## src/rtl/window_serializer.sv

```systemverilog
`default_nettype none
// ============================================================================
// Module   : window_serializer
// Brief    : Converts an N-word parallel window into a stream of B-bit words
//            with valid/ready handshakes on both sides. A shadow stage lets
//            the next window be captured while the current one is shifting,
//            so windows can be emitted back to back without gaps.
// Macro    : WINDOW_SERIALIZER_MSB_FIRST_EN
//            Undefined : emit din[0] first, din[N-1] last.
//            Defined   : emit din[N-1] first, din[0] last.
// Revision : 1.0 - initial release
// ============================================================================
module window_serializer #(
  parameter int N = 11,
  parameter int B = 8
) (
  input  logic         clk,
  input  logic         rst,
  input  logic         in_valid,
  output logic         in_ready,
  input  logic [B-1:0] din [N-1:0],
  output logic         out_valid,
  input  logic         out_ready,
  output logic [B-1:0] dout,
  output logic         out_last
);

  localparam int            IW         = (N > 1) ? $clog2(N) : 1;
  localparam logic [IW-1:0] C_LAST_IDX = IW'(N - 1);

  typedef enum logic [1:0] {
    ST_IDLE      = 2'd0,
    ST_BUSY      = 2'd1,
    ST_BUSY_FULL = 2'd2
  } state_t;

  state_t        state_q, state_d;
  logic [IW-1:0] idx_q, idx_d;
  logic          full_q, full_d;
  logic [B-1:0]  shift_q  [N-1:0];
  logic [B-1:0]  shift_d  [N-1:0];
  logic [B-1:0]  shadow_q [N-1:0];
  logic [B-1:0]  shadow_d [N-1:0];

  logic          accept;
  logic          beat;
  logic          last_beat;
  logic [IW-1:0] sel_idx;

  // Handshake outputs and word selection, all decoded from registered state.
  // in_ready depends on the shadow flag only, so no input feeds back into it.
  always_comb begin
    in_ready  = ~full_q;
    out_valid = (state_q != ST_IDLE);
    out_last  = out_valid && (idx_q == C_LAST_IDX);
`ifdef WINDOW_SERIALIZER_MSB_FIRST_EN
    sel_idx   = C_LAST_IDX - idx_q;
`else
    sel_idx   = idx_q;
`endif
    dout      = out_valid ? shift_q[sel_idx] : '0;
    accept    = in_valid && in_ready;
    beat      = out_valid && out_ready;
    last_beat = beat && out_last;
  end

  // Next-state logic: load, advance, refill from shadow or from the input.
  always_comb begin
    state_d  = state_q;
    idx_d    = idx_q;
    full_d   = full_q;
    shift_d  = shift_q;
    shadow_d = shadow_q;
    case (state_q)
      ST_IDLE: begin
        if (accept) begin
          shift_d = din;
          idx_d   = '0;
          state_d = ST_BUSY;
        end
      end
      ST_BUSY: begin
        if (last_beat) begin
          // Final word leaves this cycle; a simultaneous accept goes straight
          // into the shift stage so out_valid never drops between windows.
          idx_d = '0;
          if (accept) begin
            shift_d = din;
          end else begin
            state_d = ST_IDLE;
          end
        end else begin
          if (beat) begin
            idx_d = idx_q + 1'b1;
          end
          if (accept) begin
            shadow_d = din;
            full_d   = 1'b1;
            state_d  = ST_BUSY_FULL;
          end
        end
      end
      ST_BUSY_FULL: begin
        if (last_beat) begin
          shift_d = shadow_q;
          idx_d   = '0;
          full_d  = 1'b0;
          state_d = ST_BUSY;
        end else if (beat) begin
          idx_d = idx_q + 1'b1;
        end
      end
      default: begin
        state_d = ST_IDLE;
        idx_d   = '0;
        full_d  = 1'b0;
      end
    endcase
  end

  // State and storage registers; reset wins over any accept or beat.
  always_ff @(posedge clk) begin
    if (rst) begin
      state_q <= ST_IDLE;
      idx_q   <= '0;
      full_q  <= 1'b0;
      for (int i = 0; i < N; i++) begin
        shift_q[i]  <= '0;
        shadow_q[i] <= '0;
      end
    end else begin
      state_q  <= state_d;
      idx_q    <= idx_d;
      full_q   <= full_d;
      shift_q  <= shift_d;
      shadow_q <= shadow_d;
    end
  end

endmodule
`default_nettype wire

```

## config.mk

```make
export PLATFORM = sky130hd
export DESIGN_NAME = window_serializer
export DESIGN_NICKNAME = d
export VERILOG_FILES = /design/src/rtl/window_serializer.sv
export SDC_FILE = /design/constraint.sdc
export NUM_CORES = 1
export LEC_CHECK = 0
export BUFFER_PORTS_ARGS = -buffer_cell sky130_fd_sc_hd__buf_2
export CAP_MARGIN = 10
export CORE_ASPECT_RATIO = 0.9
export CORE_UTILIZATION = 50
export DETAILED_ROUTE_END_ITERATION = 7
export GPL_ROUTABILITY_DRIVEN = 0
export PLACE_DENSITY_LB_ADDON = 0.05
export SKIP_LAST_GASP = 1
export SLEW_MARGIN = 10
export SYNTH_ARGS = -nofsm -noshare
export SYNTH_HDL_FRONTEND = slang
export SYNTH_SLANG_ARGS = --single-unit
```

## constraint.sdc

```tcl
create_clock -name clk -period 2.2 [get_ports clk]
set_clock_uncertainty 0.1 [all_clocks]
set_input_delay 0.22 -clock clk [delete_from_list [all_inputs] [get_ports clk]]
set_output_delay 0.22 -clock clk [all_outputs]
set_load 0.02 [all_outputs]
```

; Yosys cells after proc, flatten, opt, wreduce, memory -nomap -nowiden
; Index checks and enable logic that the tools add are counted.
[word_totals]
register_bits = 183
wordCells = 75
[classes]
add_sub_neg = 1
n_lt_le_gt_ge = 1
eq_ne = 11
n_mux = 21
n_bitwise = 3
n_reduce_logical = 13
[op_table]
columns = cell, n
row1 = 2-to-1 mux 88 bit, 3
row2 = case mux 88 bit (3 select lines), 1
row3 = binary-select mux 8 bit (select 4 bit), 1
row4 = 2-to-1 mux 8 bit, 2
row5 = 2-to-1 mux 4 bit, 3
row6 = 2-to-1 mux 2 bit, 5
row7 = "!= test 2 bit, second input constant", 5
row8 = case mux 4 bit (2 select lines), 1
row9 = AND reduction 4 bit, 2
row10 = "!= test 3 bit, second input constant", 2
row11 = case mux 2 bit (3 select lines), 1
row12 = AND reduction 3 bit, 2
row13 = "less-than comparator 4 x 5 -> 1 bit, second input constant", 1
row14 = "adder 4 x 1 -> 4 bit, second input constant", 1
row15 = "equality test 4 bit, second input constant", 1
row16 = logical AND 1 bit, 4
row17 = 2-to-1 mux 1 bit, 3
row18 = "!= test 3 x 1 -> 1 bit, second input constant", 1
row19 = inverter 1 bit, 3
row20 = case mux 1 bit (3 select lines), 1
row21 = nonzero test 3 bit, 1
row22 = "equality test 2 x 1 -> 1 bit, second input constant", 1
row23 = "equality test 2 bit, second input constant", 1
row24 = zero test 2 bit, 1
row25 = other kinds (3), 3

; Longest topological paths before layout
; Gate-level depths: netlist (run 1).
[depth]
ltp_word = 5
ltp_mapped = 11
ltp_nobuf = 6

; Worst setup path after synthesis (run 1)
; No wires, ideal clock.
[synth_path]
path_kind = flip-flop to flip-flop
startpoint = register state_q[0]
endpoint = register shift_q[65] (netlist bit)
setup_ps = 134
t_arrival_ps = 2032
required_time_ps = 1966
path_slack_ps = -66
path_stages_with_launch = 12
n_path_buf = 5
period_less_slack_ps = 2266
cell_sequence = dfxtp_1 > inv_1 > ha_1 > buf_2 > or3b_1 > buf_2 > o22ai_4 > and2_1 > buf_2 > buf_4 > buf_4 > a211oi_1
[synth_between]
elab_chain_len = 5
[synth_rtl]
columns = element, line
row1 = from (decl), 37  ; state_t state_q, state_d;
row2 = from (signal assigned), 132  ; state_q <= state_d;
row3 = nonzero test 2 bit, 54  ; out_valid = (state_q != ST_IDLE);
row4 = logical AND 1 bit (on tied branches), "63, 55"
row5 = logical AND 1 bit, 64  ; last_beat = beat && out_last;
row6 = != test 2 bit (no line), n/a
row7 = AND reduction 3 bit (no line), n/a
row8 = to (signal assigned), 135  ; shift_q <= shift_d;
row9 = to (decl), 40  ; logic [B-1:0] shift_q [N-1:0];
; Parallel ways exist; a longest one is shown, timed or not.
; A chain may end at the register's enable or synchronous reset.

; Worst setup path after layout (run 1)
[layout_path]
startpoint = register state_q[1]
endpoint = output dout[3]
[layout_between]
elab_chain_len = 2
[layout_rtl]
columns = element, line
row1 = nonzero test 2 bit, 54
row2 = 2-to-1 mux 8 bit, 61  ; dout = out_valid ? shift_q[sel_idx] : '0;
row3 = to (decl), 24  ; output logic [B-1:0] dout,
; Every way passes these cells.

==> impl_metrics.toml, run 1 <==
[grt]
grt_max_degree = 97
grt_pass1_wl_um = 34200
grt_pass1_vias = 6763
grtUsageTotal = 0.260
antenna_found_initial = 0
grt-ovfl-total = 0

[cts]
root_buffer = "clkbuf_16"
cts_buffer_depth = 2
insertion_delay_ps = 430
cts_sinks = 183
cts_tree = "done"
numCtsBuffers = 17
clkTransAtPathRegs_ps = 60
htree_levels = 4

[power]
intPower_uw = 7870
ir_worst_vdd_uv = 768
p_seq_frac = 0.377
p_sw_uw = 4520
fin_total_pwr_uw = 12400
clkPwrFrac = 0.237
power_density_nw_per_um2 = 1120
swShare = 0.365
p_leak_uw = 0.00387
pwr-share-comb = 0.387

[placement]
portBuffers = 102
dpl.hpwl_um = 13100
place_area_um2 = 9030
placed_cells = 1201

[worst_setup_path]
worstSetupEndpointType = "primary output"
cp-start-kind = "flip-flop"
cp_max_fo = 8
worstPathRequired_ps = 1880
r2r_start = "state_q[1]"
path_cells = "inv_2 > ha_4 > or3b_4 > buf_12 > o21ai_4 > buf_6"
r2r_cells = 9
cp_slowest_cell = "or3b_4"
reg2reg_to = "shadow_q[56]"
worst_ep_arrival_time_ps = 1860
r2r_setup_slack_ps = 40
max_stage_delay_ps = 410
crit_type = "reg -> out"

[final_layout]
fin_nets = 1216
diodes = 0
stdcell_count = 1339
mostFrequentLayoutCells = "a21oi_1, nand2_1, dfxtp_1, mux2i_1, buf_2"
drive_gt1_frac = 0.198
layout_commonest_cell = "a21oi_1"
utilization = 0.686
final_area_um2 = 11100
syn_to_final_growth_pct = 34.2

[logic_synthesis]
synth-seq-area-share = 0.444
synth_top_flop_cell = "dfxtp_1"
synthCells = 952
yosys_warnings = 0
yosysUniqueCellTypes = 35
synth-edff-count = 0
synth-seq-cells = 183
syn_area_per_cell_um2 = 8.67
synth_nets = 1049
async_reset_ff_frac = 0
netlist_area_um2 = 8250

[timing]
worst_pin_slew_ps = 651
setup_tns_ps = 0
max_freq_mhz = 458
setup_violations = 0
grt_setup_unrepaired = "yes"
relSlewSlack = 0.565
period_minus_slack_ps = 2180
finalMaxSlewViolations = 0
finalCritPeriodShare = 0.992
final_hold_viol_count = 0

[drt]
ant_nets = 0
wirelength_um = 23600
vias = 7461
drc = 0
drt_iter0_drc = 467
routed_via_density = 5.57
dr.pass1.iters = 5
wl_per_cell_um = 17.7

[worst_hold_path]
hold_path_class = "in -> reg"
min_to = "full_q"
hold_depth = 3
hold_start = "in_valid"

[floorplan]
core_area_um2 = 16100
start_util = 0.511
io_pins = 103
die_h_um = 124
die_w_um = 137
dieArea_um2 = 17000
row_count = 44

[run]
cap_violations = 0

[status]
status = "finished, final reports clean"
[how the worst max path moves through the flow]
stage,start,to
final,state_q[1],dout[3]
after global placement,state_q[1],state_q[1]
after detailed placement,state_q[1],shadow_q[47]
after floorplan,state_q[0],dout[0]
after global routing,idx_q[1],dout[3]
after CTS,state_q[0],dout[6]
[metal layers]
metal | track usage | wire, um | up-vias
li1 | - | - | 3742
met1 | 0.353 | 11300 | 3527
met2 | 0.420 | 11100 | 162
met3 | 0.0427 | 876 | 30
met4 | 0.0817 | 329 | 0
met5 | 0 | 0 | -
[cells by family after synthesis]
kind of cell | count (synthesis) | synth area share
and+or+nand+nor | 225 | 0.111
AOI/OAI and AO/OA | 313 | 0.228
adders and majority gates | 5 | 0.00758
DFF | 183 | 0.444
muxes | 130 | 0.158
buffers and inverters | 96 | 0.0519
[cells in the mapped netlist (5+ instances only)]
| master | number | share of area |
|---|---|---|
| buf_4 | 8 | 0.0073 |
| o21ai_0 | 11 | 0.0067 |
| ha_1 | 5 | 0.0076 |
| dfxtp_1 | 183 | 0.44 |
| inv_1 | 5 | 0.0023 |
| nand3_1 | 9 | 0.0055 |
| mux2i_1 | 130 | 0.16 |
| a211oi_1 | 89 | 0.081 |
| a22oi_1 | 16 | 0.015 |
| buf_2 | 30 | 0.018 |
| a21oi_1 | 187 | 0.11 |
| nor2_1 | 14 | 0.0064 |
| clkbuf_1 | 49 | 0.022 |
| nand2_1 | 181 | 0.082 |
[worst max-delay path: cells and delay by family (launching register included)]
family	cells	cell delay, ps
and+or+nand+nor	1	410
buffers and inverters	3	370
DFF	1	340
adders and majority gates	1	150
AOI/OAI and AO/OA	1	150
[registers in the layout, indices dropped and copies added (netlist names)]
| name | cells |
|---|---|
| idx_q | 4 |
| full_q | 1 |
| shift_q | 88 |
| shadow_q | 88 |
| state_q | 2 |
[stage by stage]
step                      worst slack [ps]  hold slack [ps]
after floorplan                      -1.32              256
after global placement                64.2              341
after detailed placement              21.4              346
after CTS                             2.30             6.49
after global routing                 -31.0             25.2
final                                 17.4             22.3
[power by group through the flow]
stage | registers [uW] | logic [uW] | clock network, uW
after floorplan | 4550 | 3000 | 0
after global placement | 4670 | 4030 | 0
after detailed placement | 4690 | 4080 | 0
after CTS | 4630 | 4400 | 2970
after global routing | 4750 | 5230 | 3110
final | 4660 | 4790 | 2930
[what timing repair did]
action | in CTS | in global routing
hold buffers | 89 | 0
pin swaps | 10 | 1
endpoints found under the setup margin | 9 | 64
endpoints found under the hold margin | 90 | 0
resized for setup | 64 | 21
cloned | 0 | 15
setup buffers | 2 | 0
[cell type report]
type	instances	area [um^2]
fill	1306	5060
multi-input combinational	675	4430
sequential	183	3670
timing repair buffer	237	2130
clock buffer	21	460
tap	207	259
clock inverter	11	98.8
inverter	5	18.8
(Power assumes the default switching activity.)
==> run 2, diff against run 1 <==
- RECOVER_POWER: not set -> 50
- SKIP_CTS_REPAIR_TIMING: not set -> 1
==> run 2 against run 1 <==
The flow now finishes with violations (negative setup slack); sequential power barely moved; via count fell by 0.94%; wire length fell by 3.1%; core utilization fell by 1.1 points; total power fell by 1.5%; clock power barely moved; critical path depth did not move; design area fell by 1.6%; non-clock buffer count fell by 6; global-route usage fell by 1.5 points; combinational power fell by 4%; register-to-register slack barely moved; critical endpoint is now dout[5]; highest routed layer unchanged.
==> impl_metrics.toml, run 2 (same netlist as run 1, synthesis figures left out) <==
[status]
status = "finished with violations"
violations = "negative setup slack"

[power]
fin_total_pwr_uw = 12200
ir_worst_vdd_uv = 756
power_density_nw_per_um2 = 1120
p_leak_uw = 0.00380

[worst_setup_path]
r2r_start = "state_q[1]"
cp-start-kind = "flip-flop"
worstPathRequired_ps = 1880
worstSetupEndpointType = "primary output"
cp_max_fo = 9
path_cells = "inv_2 > ha_4 > or3b_4 > buf_12 > o21ai_4 > buf_6"
cp_slowest_cell = "or3b_4"
worst_ep_arrival_time_ps = 1910
max_stage_delay_ps = 410
crit_type = "reg -> out"
startpoint = "state_q[1]"

[grt]
grtUsageTotal = 0.245
grt_pass1_wl_um = 32300
grt_max_degree = 97
grt_pass1_vias = 6267
antenna_found_initial = 0
grt-ovfl-total = 0

[timing]
finalCritPeriodShare = 1.01
finalMaxSlewViolations = 0
worst_pin_slew_ps = 564
final_hold_viol_count = 0
grt_setup_unrepaired = "yes"
relSlewSlack = 0.624
setup_slack_ps = -31.1
period_minus_slack_ps = 2230
setup_violations = 7
max_freq_mhz = 448
setup_tns_ps = -136

[final_layout]
largestRegisters = "shadow_q (88), shift_q (88), idx_q (4)"
layout_commonest_cell = "a21oi_1"
mostFrequentLayoutCells = "a21oi_1, nand2_1, dfxtp_1, mux2i_1, buf_2"
fin_nets = 1209
diodes = 0
drive_gt1_frac = 0.186
syn_to_final_growth_pct = 32.1
utilization = 0.676
final_area_um2 = 10900

[run]
cap_violations = 0

[floorplan]
start_util = 0.511
dieArea_um2 = 17000
io_pins = 103
row_count = 44
die_w_um = 137
core_area_um2 = 16100
die_h_um = 124

[cts]
numCtsBuffers = 17
htree_levels = 4
clkTransAtPathRegs_ps = 60
cts_buffer_depth = 2
cts_sinks = 183
root_buffer = "clkbuf_16"
cts_tree = "done"
insertion_delay_ps = 440

[drt]
wl_per_cell_um = 17.2
ant_nets = 0
vias = 7391
routed_via_density = 5.55
drt_iter0_drc = 549
drc = 0
wirelength_um = 22900
dr.pass1.iters = 5

[placement]
dpl.hpwl_um = 13100
portBuffers = 102
place_area_um2 = 9030

[worst_hold_path]
hold_path_class = "in -> reg"
hold_start = "in_valid"
## run 2: cell count changes in the layout (fill, tap and decap cells not counted), sizes merged
cell    change
buf         -5
clkbuf      -1
o211a       -1
## run 2: worst paths after layout
| path | slack, ps | to | depth (start not counted) |
|---|---|---|---|
| setup / recovery | -30 | dout[5] | 6 |
| hold / removal | 10 | full_q | 3 |
| setup reg to reg | 30 | shadow_q[76] | 9 |
| hold reg to reg | 350 | shadow_q[85] | 2 |
## run 2: layer usage
layer	GRT usage	routed length [um]	vias up	part of all wire
met3	0.0419	800	27	0.035
li1	-	-	3728	-
met1	0.346	11000	3481	0.48
met2	0.378	10800	155	0.47
met4	0.0769	316	0	0.014
met5	0	0	-	0
## run 2: metrics by stage
step | worst slack, ps | cells | hold WS [ps]
2_1_floorplan | -1.32 | 952 | 256
3_3_place_gp | 64.2 | 1201 | 341
3_5_place_dp | 21.4 | 1201 | 346
4_1_cts | -369 | 1233 | -84.6
5_1_grt | -66.2 | 1332 | 25.2
6_report | -31.1 | 1332 | 14.0
## run 2: layout make-up
cell class                      count  area [um^2]
Fill cell                        1325         5230
Multi-Input combinational cell    674         4390
Sequential cell                   183         3670
Clock inverter                     11         98.8
Clock buffer                       21          460
Tap cell                          207          259
Timing Repair Buffer              231         2010
Inverter                            5         18.8
## run 2: where the power goes
group | internal, uW | total (uW) | switching, uW
Clock | 1620 | 2930 | 1310
Combinational | 1970 | 4620 | 2650
Sequential | 4180 | 4650 | 476
## run 2: worst max-delay path, delay by kind of cell (launching register included)
kind	cells	cell delay [ps]
and+or+nand+nor	1	410
DFF	1	360
buffers and inverters	3	370
AOI/OAI and AO/OA	1	180
adders and majority gates	1	150
